$ cat src/rtl/dmem_boot_arbiter.sv
// dmem_boot_arbiter: owns the data memory port; sequences boot (loader fills memory, CPU held in reset)
// and, once running, arbitrates each cycle between the CPU and the external port with starvation protection.
module dmem_boot_arbiter #(
   parameter int AW             = 32,
   parameter int DW             = 32,
   parameter int RELEASE_CYCLES = 4,
   parameter int STARVE_LIMIT   = 8
) (
   input  logic          i_clk,
   input  logic          i_rst_n,
   input  logic          i_ext_req,
   input  logic          i_ext_we,
   input  logic [AW-1:0] i_ext_addr,
   input  logic [DW-1:0] i_ext_wdata,
   input  logic          i_ext_done,
   output logic          o_ext_gnt,
   output logic [DW-1:0] o_ext_rdata,
   input  logic          i_cpu_en,
   input  logic          i_cpu_we,
   input  logic [AW-1:0] i_cpu_addr,
   input  logic [DW-1:0] i_cpu_wdata,
   input  logic [2:0]    i_cpu_funct3,
   output logic [DW-1:0] o_cpu_rdata,
   output logic          o_cpu_stall,
   output logic          o_cpu_rst_n,
   output logic          o_mem_we,
   output logic [AW-1:0] o_mem_addr,
   output logic [DW-1:0] o_mem_wdata,
   output logic [2:0]    o_mem_funct3,
   input  logic [DW-1:0] i_mem_rdata,
   output logic [15:0]   o_boot_words,
   output logic [1:0]    o_state
);
   localparam int WW = $clog2(STARVE_LIMIT + 1);
   localparam int RW = (RELEASE_CYCLES > 1) ? $clog2(RELEASE_CYCLES) : 1;

   typedef enum logic [1:0] {
      S_BOOT  = 2'b00,
      S_DRAIN = 2'b01,
      S_RUN   = 2'b10
   } state_t;

   state_t        r_state, w_state_nxt;
   logic [RW-1:0] r_rel_cnt, w_rel_cnt_nxt;
   logic [WW-1:0] r_wait_cnt, w_wait_cnt_nxt;
   logic [15:0]   r_boot_words;
   logic          r_cpu_rst_n;
   logic          w_run, w_starve, w_ext_own;

   // Outside RUN the external port owns memory unconditionally.
   always_comb begin
      w_run        = (r_state == S_RUN);
      w_starve     = i_ext_req && (r_wait_cnt == WW'(STARVE_LIMIT));
      o_ext_gnt    = w_run ? (i_ext_req && (!i_cpu_en || w_starve)) : i_ext_req;
      o_cpu_stall  = w_run && i_cpu_en && o_ext_gnt;
      w_ext_own    = !w_run || o_ext_gnt;
      o_mem_we     = w_ext_own ? (i_ext_req && i_ext_we) : (i_cpu_en && i_cpu_we);
      o_mem_addr   = w_ext_own ? i_ext_addr : i_cpu_addr;
      o_mem_wdata  = w_ext_own ? i_ext_wdata : i_cpu_wdata;
      o_mem_funct3 = w_ext_own ? 3'b010 : i_cpu_funct3;
      o_ext_rdata  = i_mem_rdata;
      o_cpu_rdata  = i_mem_rdata;
      o_cpu_rst_n  = r_cpu_rst_n;
      o_boot_words = r_boot_words;
      o_state      = r_state;
   end

   always_comb begin
      w_state_nxt   = r_state;
      w_rel_cnt_nxt = r_rel_cnt;
      unique case (r_state)
         S_BOOT: begin
            if (i_ext_done) begin
               w_state_nxt   = S_DRAIN;
               w_rel_cnt_nxt = RW'(RELEASE_CYCLES - 1);
            end
         end
         S_DRAIN: begin
            if (r_rel_cnt == '0) w_state_nxt = S_RUN;
            else w_rel_cnt_nxt = r_rel_cnt - 1'b1;
         end
         S_RUN:   w_state_nxt = S_RUN;
         default: w_state_nxt = S_BOOT;
      endcase
      w_wait_cnt_nxt = (!w_run || !i_ext_req || o_ext_gnt) ? '0 :
                       (r_wait_cnt == WW'(STARVE_LIMIT)) ? r_wait_cnt : r_wait_cnt + 1'b1;
   end

   // cpu_rst_n is registered from the next state so it rises glitch-free on the RUN entry edge.
   always_ff @(posedge i_clk or negedge i_rst_n) begin
      if (!i_rst_n) begin
         r_state      <= S_BOOT;
         r_rel_cnt    <= '0;
         r_wait_cnt   <= '0;
         r_boot_words <= '0;
         r_cpu_rst_n  <= 1'b0;
      end else begin
         r_state      <= w_state_nxt;
         r_rel_cnt    <= w_rel_cnt_nxt;
         r_wait_cnt   <= w_wait_cnt_nxt;
         r_cpu_rst_n  <= (w_state_nxt == S_RUN);
         if (r_state == S_BOOT && o_mem_we && r_boot_words != 16'hFFFF)
            r_boot_words <= r_boot_words + 16'd1;
      end
   end
endmodule

$ cat config.mk
export PLATFORM = sky130hd
export DESIGN_NAME = dmem_boot_arbiter
export DESIGN_NICKNAME = d
export VERILOG_FILES = /design/src/rtl/dmem_boot_arbiter.sv
export SDC_FILE = /design/constraint.sdc
export NUM_CORES = 1
export LEC_CHECK = 0
export CORE_AREA = 2 2 126 128
export DETAILED_ROUTE_END_ITERATION = 12
export DIE_AREA = 0 0 128 130
export GPL_TIMING_DRIVEN = 0
export PLACE_DENSITY = 0.62
export SYNTH_ARGS = -nofsm -noshare
export SYNTH_HDL_FRONTEND = slang
export SYNTH_SLANG_ARGS = --single-unit
$ cat constraint.sdc
create_clock -name i_clk -period 3.1 [get_ports i_clk]
set_input_delay 0.62 -clock i_clk [delete_from_list [all_inputs] [get_ports i_clk]]
set_output_delay 0.62 -clock i_clk [all_outputs]
set_load 0.01 [all_outputs]
==> results.md <==
- Most area-hungry cell type in the Yosys netlist: mux2_4
- Via density per instance: 4.07
- Number of failing setup endpoints in the final timing report: 0
- Max Clock Freq: 338 MHz
- Routed length per instance: 19.4 um
- Leading cell types by total area after synthesis: mux2_4 (27%), dfrtp_1 (22%), buf_4 (17%)
- Count of input and output buffers: 290
- Maximum clock skew at final layout: 0.00239 ns
- CP startpoint kind: flip-flop
- Clock latency reported for the late side of the worst-skew pair: 0.26 ns
- Die span in x: 128 um
- Post-detailed-route count of antenna-violating nets: 0
- MaxCap Viol Count: 0
- Most frequent cells in the layout: clkdlybuf4s50_1 (235), buf_4 (67), mux2_4 (50), dlygate4sd2_1 (42), dfrtp_1 (25)
- Total of flip-flops plus latches after synthesis: 25
- Number of antenna violations at the first check in global routing: 2
- Arrival time of data at the critical path endpoint: 2.34 ns
- Placed Cells: 740
- Final Slew Violations: 0
- Share of flip-flops with an asynchronous set or reset after synthesis: 100%
- Mapped Nets: 432
- Design area: 0.00601 mm2
- Core Footprint: 0.0154 mm2
- Fillers: 1530
- Largest buffer count on any clock path: 2
- Clock buffers created by TritonCTS: 3
- DRC: 0
- Worst-case vdd ir drop: 0.306 mV
- Result of the run: complete, no violations
- Number of DRC markers in iteration 0: 69
- Root Buffer: clkbuf_16
- Total number of nets in the final design: 729
- Synth Cell Area: 0.00281 mm2
- Number of core rows: 46
- TritonRoute pass-1 iters: 4
- Sequential-to-total area share from yosys stat: 22.3%
- Vertical extent of the die: 130 um
- First-pass GRT wire length: 19700 um
- Headroom to the max-slew limit: 25.4%
- Critical path data required time: 2.48 ns
- Maximum number of pins on one net before global-route repair: 26
- Final weighted congestion of routability-driven global placement: 0.828
- Final worst path period need: 2.96 ns
- Number of primary I/O pins: 323
- Die Footprint: 0.0166 mm2
- Number of global-route vias before repair: 3045
- Final hold violations: 0
- Portion of the clock cycle consumed by the worst path in the final layout: 95.4%
- Gate count after technology mapping: 258
- Sum of met2 wire segment lengths after detailed routing: 6190 um
- Top fanout value on the critical path: 10
- Clk pin slew, worst setup/hold paths: 0.06 ns
- Synthesized area per cell: 10.9 um2
- Count of different cell masters after synthesis: 41
- Tightest Pin Transition: 1.12 ns
- Hold crit path type: reg -> reg
- Critical setup path kind: reg -> out
- Area growth from synthesis to final layout: 114%
- PD cells: 310 mW/mm2
- Routed wire length on met3: 1860 um
- CP endpoint kind: primary output
- LEAKAGE: 2.82 nW
- Clock tree sinks: 25
- Final standard cell count with taps included and fillers excluded: 746
- Final global-route overflow total: 0
- Power, Total: 1.86 mW
- Met1 wire length: 6210 um
- Count of H-tree levels built during CTS: 1
- Number of antenna repair diodes: 0
- EDFF count, synth: 0
- Share of post-route cells with drive strength above 1: 28.9%
- Most common library cell in the layout ignoring fill and taps: clkdlybuf4s50_1
- Area share of the largest cell type after synthesis: 26.7%
- Cell Area, Placed: 0.00595 mm2
- Most used flip-flop cell after synthesis: dfrtp_1
- Number of synthesis warnings: 0
- DP Wirelength: 12600 um
- Routed wire length: 14500 um
- Starting density of the core: 18.2%
- Uppermost layer routed: met5
- CTS tree: yes
- Via count of the routed design: 3033
- GRT Overall Usage: 16.0%
- Unrepaired setup endpoints after global routing: no
==> power by group <==
group	switching [mW]	internal, mW
logic	0.406	0.700
clock network	0.117	0.176
registers	0.0755	0.385
total	0.599	1.26
==> what timing repair did <==
item | 4_1_cts | 5_1_grt
hold endpoints to repair | 0 | 0
buffers inserted | 2 | 0
gates resized for setup | 69 | 7
pin swaps | 1 | 0
endpoints found under the setup margin | 65 | 12
hold buffers | 0 | 0
==> cell type report <==
type	instances	area (um2)	area share [%]
timing repair buffer	292	2880	47.9
multi-input combinational	154	1600	26.7
sequential	25	626	10.4
buffer	71	556	9.25
tap	192	240	4.00
clock buffer	4	78.8	1.31
inverter	8	30.0	0.500
==> path summary, 6_finish.rpt <==
path,from,endpoint,slack [ns],cells past startpoint
max,r_wait_cnt[0],o_mem_addr[8],0.14,8
min,r_rel_cnt[1],r_rel_cnt[1],0.52,1
max reg2reg,o_boot_words[0],o_boot_words[1],1.14,5
min reg2reg,r_rel_cnt[1],r_rel_cnt[1],0.52,1
max in group asynchronous,i_rst_n,r_rel_cnt[1],1.47,1
min in group asynchronous,i_rst_n,o_boot_words[12],0.96,1
==> cells by family after synthesis <==
kind of cell / count (synthesis) / share of synthesized area, %
buffers and inverters: 79 / 20.8
flip-flops: 25 / 22.3
multiplexers: 69 / 34.2
adder cells (fa/ha/maj): 4 / 1.78
XOR/XNOR: 14 / 4.37
AO/OA/AOI/OAI: 8 / 2.27
AND/OR/NAND/NOR: 59 / 14.3
==> routing by layer <==
layer / global-route usage (%) / up-vias
met5: 0 / -
met4: 3.49 / 4
met3: 8.32 / 14
met2: 24.0 / 168
met1: 20.4 / 1416
li1: - / 1431
==> stage by stage <==
stage               hold slack [ns]  util, %  setup TNS, ns  setup slack (ns)
finish                        0.519     39.0              0             0.143
global route                  0.549     39.0              0            0.0145
CTS                           0.519     38.9              0            0.0728
detailed placement            0.499     38.6         -16.22            -0.370
global placement              0.465     38.6         -15.36            -0.361
floorplan                     0.324        -              0             0.867
==> state kept, by name, summed over array words and instances, names as in the netlist <==
name / cells
o_state: 2
r_wait_cnt: 4
o_boot_words: 16
o_cpu_rst_n: 1
r_rel_cnt: 2
==> cells in the mapped netlist, types with 2 or more instances <==
cell     count
o21ai_0      2
a21o_1       2
nor3_1       4
ha_1         4
mux2i_1      3
inv_1        8
and3_1       3
buf_4       64
nand2_1      6
nor2_1      10
nand3_1      9
nand4_1      6
buf_6        6
dfrtp_1     25
xnor2_1      6
mux2_2      16
mux2_4      50
and4_1       3
xor2_1       8
and2b_1      2
==> worst max-delay path, stage by stage (launching register included) <==
cell and delay [ns]:
dfrtp_1 0.36, inv_1 0.05, ha_1 0.19, and3b_2 0.23, o21ai_4 0.19, nand2_2 0.08
buf_4 0.19, mux2_2 0.24, clkdlybuf4s50_1 0.55
Note: power is estimated with default switching activity, not from simulation.
